[src/rtl/pipelined_reg_file_sb_pkg.sv]
// pipelined_reg_file_sb_pkg: default widths and the popcount helper for the register file scoreboard
package pipelined_reg_file_sb_pkg;
  localparam int DEF_DATA_W = 8;
  localparam int DEF_ADDR_W = 3;
  localparam int MAX_DEPTH = 256;
  function automatic logic [31:0] popcount(input logic [MAX_DEPTH-1:0] v);
    logic [31:0] n;
    n = '0;
    for (int i = 0; i < MAX_DEPTH; i++) n = n + 32'(v[i]);
    return n;
  endfunction
endpackage

[src/rtl/pipelined_reg_file_sb_reg_scoreboard.sv]
// reg_scoreboard: per-register pending bits with registered count and double-issue error
// ports: clk/rst_n, iss_en/iss_addr set a bit, wr_en/wr_addr clear a bit (set wins),
//        pending vector, pend_count (registered popcount), iss_err (registered pulse)
module reg_scoreboard
  import pipelined_reg_file_sb_pkg::*;
#(
  parameter int ADDR_W = DEF_ADDR_W
) (
  input  logic                  clk,
  input  logic                  rst_n,
  input  logic                  iss_en,
  input  logic [ADDR_W-1:0]     iss_addr,
  input  logic                  wr_en,
  input  logic [ADDR_W-1:0]     wr_addr,
  output logic [2**ADDR_W-1:0]  pending,
  output logic [ADDR_W:0]       pend_count,
  output logic                  iss_err
);
  localparam int DEPTH = 2 ** ADDR_W;
  logic [DEPTH-1:0] nxt;
  logic [MAX_DEPTH-1:0] ext;
  always_comb begin
    nxt = pending;
    if (wr_en) nxt[wr_addr] = 1'b0;
    if (iss_en) nxt[iss_addr] = 1'b1;
    ext = '0;
    ext[DEPTH-1:0] = nxt;
  end
  always_ff @(posedge clk) begin
    if (!rst_n) begin
      pending <= '0;
      pend_count <= '0;
      iss_err <= 1'b0;
    end else begin
      pending <= nxt;
      pend_count <= (ADDR_W+1)'(popcount(ext));
      iss_err <= iss_en && pending[iss_addr] && !(wr_en && wr_addr == iss_addr);
    end
  end
endmodule

[src/rtl/pipelined_reg_file_sb.sv]
// pipelined_reg_file_sb: 2-read/1-write register file with write bypass and issue scoreboard
// ports: Clk, Reset (sync, active-low), Rd_Addr1/2 -> Rd_Data1/2 (combinational),
//        Wr_En/Wr_Addr/Wr_Data writeback, Iss_En/Iss_Addr issue, Hazard1/2, Stall,
//        Pend_Count, Iss_Err
module pipelined_reg_file_sb
  import pipelined_reg_file_sb_pkg::*;
#(
  parameter int DATA_W = DEF_DATA_W,
  parameter int ADDR_W = DEF_ADDR_W,
  parameter bit ZERO_R0 = 1'b0,
  parameter bit BYPASS = 1'b1
) (
  input  logic              Clk,
  input  logic              Reset,
  input  logic [ADDR_W-1:0] Rd_Addr1,
  input  logic [ADDR_W-1:0] Rd_Addr2,
  output logic [DATA_W-1:0] Rd_Data1,
  output logic [DATA_W-1:0] Rd_Data2,
  input  logic              Wr_En,
  input  logic [ADDR_W-1:0] Wr_Addr,
  input  logic [DATA_W-1:0] Wr_Data,
  input  logic              Iss_En,
  input  logic [ADDR_W-1:0] Iss_Addr,
  output logic              Hazard1,
  output logic              Hazard2,
  output logic              Stall,
  output logic [ADDR_W:0]   Pend_Count,
  output logic              Iss_Err
);
  localparam int DEPTH = 2 ** ADDR_W;
  logic [DATA_W-1:0] regs [DEPTH];
  logic [DEPTH-1:0] pending;
  logic wr_ok, iss_ok, fwd1, fwd2;
  // with ZERO_R0, traffic to r0 is dropped before it reaches data, bypass or scoreboard
  assign wr_ok = Wr_En && !(ZERO_R0 && Wr_Addr == '0);
  assign iss_ok = Iss_En && !(ZERO_R0 && Iss_Addr == '0);
  assign fwd1 = BYPASS && wr_ok && Wr_Addr == Rd_Addr1;
  assign fwd2 = BYPASS && wr_ok && Wr_Addr == Rd_Addr2;
  always_comb begin
    Rd_Data1 = (ZERO_R0 && Rd_Addr1 == '0) ? '0 : fwd1 ? Wr_Data : regs[Rd_Addr1];
    Rd_Data2 = (ZERO_R0 && Rd_Addr2 == '0) ? '0 : fwd2 ? Wr_Data : regs[Rd_Addr2];
    Hazard1 = pending[Rd_Addr1] && !fwd1;
    Hazard2 = pending[Rd_Addr2] && !fwd2;
    Stall = Hazard1 || Hazard2;
  end
  always_ff @(posedge Clk) begin
    if (!Reset) begin
      for (int i = 0; i < DEPTH; i++) regs[i] <= DATA_W'(i);
    end else if (wr_ok) begin
      regs[Wr_Addr] <= Wr_Data;
    end
  end
  reg_scoreboard #(.ADDR_W(ADDR_W)) u_sb (
    .clk(Clk),
    .rst_n(Reset),
    .iss_en(iss_ok),
    .iss_addr(Iss_Addr),
    .wr_en(wr_ok),
    .wr_addr(Wr_Addr),
    .pending(pending),
    .pend_count(Pend_Count),
    .iss_err(Iss_Err)
  );
endmodule

[config.mk]
export PLATFORM = sky130hd
export DESIGN_NAME = pipelined_reg_file_sb
export DESIGN_NICKNAME = d
export VERILOG_FILES = /design/src/rtl/pipelined_reg_file_sb_pkg.sv /design/src/rtl/pipelined_reg_file_sb_reg_scoreboard.sv /design/src/rtl/pipelined_reg_file_sb.sv
export SDC_FILE = /design/constraint.sdc
export NUM_CORES = 1
export LEC_CHECK = 0
export ABC_AREA = 0
export ABC_CLOCK_PERIOD_IN_PS = 4460
export BUFFER_PORTS_ARGS = -buffer_cell sky130_fd_sc_hd__buf_4
export CORE_MARGIN = 10
export CORE_UTILIZATION = 59
export CTS_CLUSTER_SIZE = 28
export DETAILED_ROUTE_END_ITERATION = 12
export MAX_ROUTING_LAYER = met4
export PLACE_DENSITY = 0.86
export SLEW_MARGIN = 10
export SYNTH_ARGS = -nofsm -noshare
export SYNTH_HDL_FRONTEND = slang
export SYNTH_SLANG_ARGS = --single-unit
[constraint.sdc]
create_clock -name Clk -period 4.46 [get_ports Clk]
set_input_delay 0.669 -clock Clk [delete_from_list [all_inputs] [get_ports Clk]]
set_output_delay 0.669 -clock Clk [all_outputs]
set_load 0.01 [all_outputs]
Word-level counts from Yosys, hierarchy flattened --
Memory sizes are Yosys's and may differ from the RTL's. Index checks and enable logic that the tools add are counted.
Word-level totals: memories 1, input bits 24, word-level logic and storage cells 58, output and inout bits 24, memory bits (writable) 64, register bits 13
Cells by class: muxes and demuxes 21, reductions and logical operators 14, bitwise operators 3, add/subtract/negate cells 7, $lt $le $gt $ge 6, equality and inequality tests 3
Memories:
- regs | words 8, width 8, rd ports 2, clocked after memory_dff 0, write ports 8, line pipelined_reg_file_sb.sv:31 | logic [DATA_W-1:0] regs [DEPTH];
Operators with widths (number):
- $mux 8 | 5
- $add 4x1->4 | 6
- $lt 3x4->1 const B | 4
- $mux 1 | 10
- $bmux 1 s3 | 3
- $eq 3x3->1 | 3
- $logic_and 1x1->1 | 9
- $and 8x8->8 | 1
- $not 8->8 | 1
- $or 8x8->8 | 1
- $reduce_or 8->1 | 1
- $demux 1 s3 | 2
- $ge 3x1->1 const B | 2
- $logic_not 1->1 | 3
- $mux 3 | 1
- $add 1x1->2 | 1
- $logic_or 1x1->1 | 1

Longest topological paths before layout --
word-level depth 16, mapped depth 14, depth with buffers taken out 13

By module --
Synthesis repeated with hierarchy kept, for this count alone.
Second synthesis, totals: cell total of the unflattened synthesis 351, area, all modules 4660.7 um^2
Modules (own cells, without submodules):
- pipelined_reg_file_sb | times used 1, seq. area each 1921.8 um^2, cells each 271, area an instance 3843.7 um^2
- reg_scoreboard | times used 1, seq. area each 260.2 um^2, cells each 80, area an instance 817.0 um^2

Worst setup path after synthesis --
Ideal clock, no wire load.
path type input-to-reg, from in Wr_En, to reg u_sb.pend_count[1], setup time 65 ps, slack 657 ps, stages 13, data arrival time 3738 ps, buffers on the path 1, cell sequence clkbuf_1 -> and2b_1 -> nand2_1 -> a22o_1 -> ha_1 -> fa_1 -> inv_1 -> fa_1 -> inv_1 -> fa_1 -> inv_1 -> fa_1 -> nor2b_1
Between the ends: word-level cells in the longest chain between the ends 10
Ends and longest elaborated chain:
- start: declaration | line pipelined_reg_file_sb.sv:19 | input logic Wr_En,
- $mux 8 * | line pipelined_reg_file_sb_reg_scoreboard.sv:24 | if (wr_en) nxt[wr_addr] = 1'b0;
- $or 8x8->8 (no source line)
- $mux 8 * | line pipelined_reg_file_sb_reg_scoreboard.sv:25 | if (iss_en) nxt[iss_addr] = 1'b1;
- named net u_sb.nxt[0] | line pipelined_reg_file_sb_reg_scoreboard.sv:20 | logic [DEPTH-1:0] nxt;
- $add 1x1->2 * | line pipelined_reg_file_sb_pkg.sv:9 | for (int i = 0; i < MAX_DEPTH; i++) n = n + 32'(v[i]);
- $add 4x1->4 * (6 in a row) | line pipelined_reg_file_sb_pkg.sv:9
- end signal: assignment | line pipelined_reg_file_sb_reg_scoreboard.sv:36 | pend_count <= (ADDR_W+1)'(popcount(ext));
- end: declaration | line pipelined_reg_file_sb_reg_scoreboard.sv:16 | output logic [ADDR_W:0] pend_count,
The timed path passes the listed nets; every way through them passes the cells marked *. A chain may end at the register's enable or synchronous reset.

Worst setup path after layout --
from in Wr_Addr[0], to reg u_sb.pend_count[1]
Between the ends: word-level cells in the longest chain between the ends 16, elaborated cells on any way between the ends 17, those cells by class add/sub: 7; order compare: 2; mux: 4; bitwise: 3; reduce/logical: 1
Ends and longest elaborated chain:
- start: declaration | line pipelined_reg_file_sb.sv:20 | input logic [ADDR_W-1:0] Wr_Addr,
- $lt 3x4->1 (implied by the code) / $ge 3x1->1 (equally long branches) | line pipelined_reg_file_sb_reg_scoreboard.sv:24
- $logic_and 1x1->1 (implied by the code) | line pipelined_reg_file_sb_reg_scoreboard.sv:24
- $mux 1 (implied by the code) | line pipelined_reg_file_sb_reg_scoreboard.sv:24
- $demux 1 s3 *
- $not 8->8 (no source line) *
- $and 8x8->8 (no source line) *
- $mux 8 * | line pipelined_reg_file_sb_reg_scoreboard.sv:24
- $or 8x8->8 (no source line)
- $mux 8 * | line pipelined_reg_file_sb_reg_scoreboard.sv:25
- named net u_sb.nxt[0] | line pipelined_reg_file_sb_reg_scoreboard.sv:20
- $add 1x1->2 * | line pipelined_reg_file_sb_pkg.sv:9
- $add 4x1->4 * (6 in a row) | line pipelined_reg_file_sb_pkg.sv:9
Marks and branches as above.

==> metrics.yaml <==
run_status: "finished, final reports clean"
slew_viol_final: 0
hpwl_um: 7980
cts_tree: "done"
cts_root_buffer: "clkbuf_8"
drv_cap: 0
die_h_um: 109
rows: 32
grt.total_usage_pct: 20.6
syn_nets: 381
setup_viol: 0
critPathLaunch: "Wr_Addr[0]"
crit_path_end_kind: "register"
rsz0062_at_grt: "no"
htreeDepth: 3
tns_ps: 0
die-area_um2: 11800
layout_commonest_cell: "edfxtp_1"
cts.clk_slew.worst_paths_ps: 90
cp_cell_sequence: "buf_4 > and2b_1 > nand2_1 > a22o_1 > ha_1 > fa_1 > inv_1 > fa_1 > inv_1 > fa_1 > inv_1 > fa_1 > nor2b_1"
hold_path_startpoint: "Iss_En"
fmax_mhz: 279
cts_setup_buffers: 0
diodes: 0
p_per_area_nw_per_um2: 328
hold_viol: 0
synth.avg_cell_area_um2: 13.3
cts_resized: 0
clock_sinks: 77
wl_um: 11600
nets: 421
grt_pass1_wl_um: 17500
cpMostUsedCell: "fa_1"
clk_latency_ps: 350
fin_ws_ps: 873
cts.path.max_buffers: 2
worst_path_max_delay_cell: "fa_1"
holdCritPathClass: "input pin to register"
overflow: 0
vdd_drop_max_v: 0.000210
post-route-util_pct: 67.8
core_um2: 7690
drc: 0
port_buffers: 47
syn-cell-area_um2: 4640
ys_warn_count: 0
final_cell_mix: "edfxtp_1, and2_1, buf_4"
cp.required_ps: 4750
slowest_delay_ps: 550
worstPathArrival_ps: 3880
relSlewSlack_pct: 20.9
start_kind: "input pin"
leakage_nw: 2.03
globalplace.congestion: 0.911
yosysUniqueCellTypes: 35
start_util_pct: 60.4
drt-vias-per-instance: 6.35
tightestPinTransition_ps: 1180
min_period_ps: 3590
antenna_found_initial: 0
yosysSeqAreaShare_pct: 47.0
dieWidth_um: 109
firstDrtPassIters: 5
clock_skew_ps: 4.90
syn_inst: 350
place_ws_ps: 538
ios: 48
cp_max_fo: 8
vias: 3154
critical_path_class: "input pin to register"
power_mw: 1.71
avgRoutedWirePerCell_um: 23.3
grt_max_degree: 24
drt-initial-drc-count: 479
grt_pass1_vias: 3103
post-route-period-util_pct: 80.4
area_growth_pct: 12.2
drive_gt1_share_pct: 19.5
ant_nets: 0
numCtsBuffers: 9
worstReg2RegStart: "u_sb.pending[1]$_SDFF_PN0_"
synth_seq_cells: 77
holdBufCountCts: 0
[cell families (layout without fill, tap and decap cells)]
group	after synthesis	in the layout	synth area share (%)
compound gates	30	30	4.01
flops	77	77	47.0
xor+xnor	10	10	1.89
fa+ha+maj	7	7	2.53
buf+inv	27	72	3.58
mux	57	57	24.2
simple gates	142	142	16.8
[metrics by stage]
stage,hold slack [ps],instance area (um2),instances
global route,606,5210,497
detailed placement,612,5010,481
CTS,596,5210,497
floorplan,539,4640,350
finish,609,5210,497
global placement,594,5010,481
[critical path, delay by kind of cell]
kind	cells	cell delay, ps
adders and majority gates	5	2180
and+or+nand+nor	3	480
AOI/OAI and AO/OA	1	200
buffers and inverters	4	340
[synth_stat cells, drive strengths merged]
library cell,number,area [um2]
mux2i,21,210
clkbuf,6,22.5
nand4,3,18.8
o21ai,3,15.0
nor2,28,105
edfxtp,64,1920
xnor2,10,87.6
dfxtp,13,260
a41oi,1,8.76
buf,16,125
and3,2,12.5
nand2b,6,37.5
a21oi,17,85.1
or3,11,68.8
ha,3,37.5
nor2b,9,56.3
or2,1,6.26
nand3,6,30.0
fa,4,80.1
and2,60,375
a22o,3,26.3
a22oi,2,15.0
and2b,1,7.51
nor3,2,15.0
o21a,1,7.51
nand2,13,48.8
a32o,2,20.0
a32oi,1,8.76
inv,5,18.8
mux4,36,912
[layer usage]
metal  track usage (%)  wire (um)  vias up
li1                  -          -     1412
met1              25.9       4370     1500
met2              32.9       5750      216
met3              3.72       1180       26
met4              7.06        291        0
met5                 -          0        -
[flip-flops by register name (all words and copies together), names as in the netlist]
name	flops
u_sb.pend_count	4
regs	64
u_sb.iss_err	1
u_sb.pending	8
[path summary, 6_finish.rpt]
check                                  end  slack [ps]  cells after the start
max          u_sb.pend_count[1]$_SDFF_PN0_         870                     13
min                u_sb.iss_err$_SDFF_PN0_         610                      3
max reg2reg  u_sb.pend_count[1]$_SDFF_PN0_        1270                     10
min reg2reg     u_sb.pending[6]$_SDFF_PN0_         640                      2
[final cells by class]
type / count / area [um2]
clock buffer: 9 / 124
clock inverter: 7 / 81.3
fill: 543 / 2470
inverter: 5 / 18.8
multi-input combinational: 246 / 2300
sequential: 77 / 2180
tap: 102 / 128
timing repair buffer: 51 / 383
[power by group]
part           switching (mW)  leakage [nW]  internal, mW
logic                   0.161          1.20         0.152
registers              0.0232         0.728         0.824
clock network           0.282         0.102         0.267
total                   0.466          2.03          1.24
Note: power is estimated with default switching activity, not from simulation.
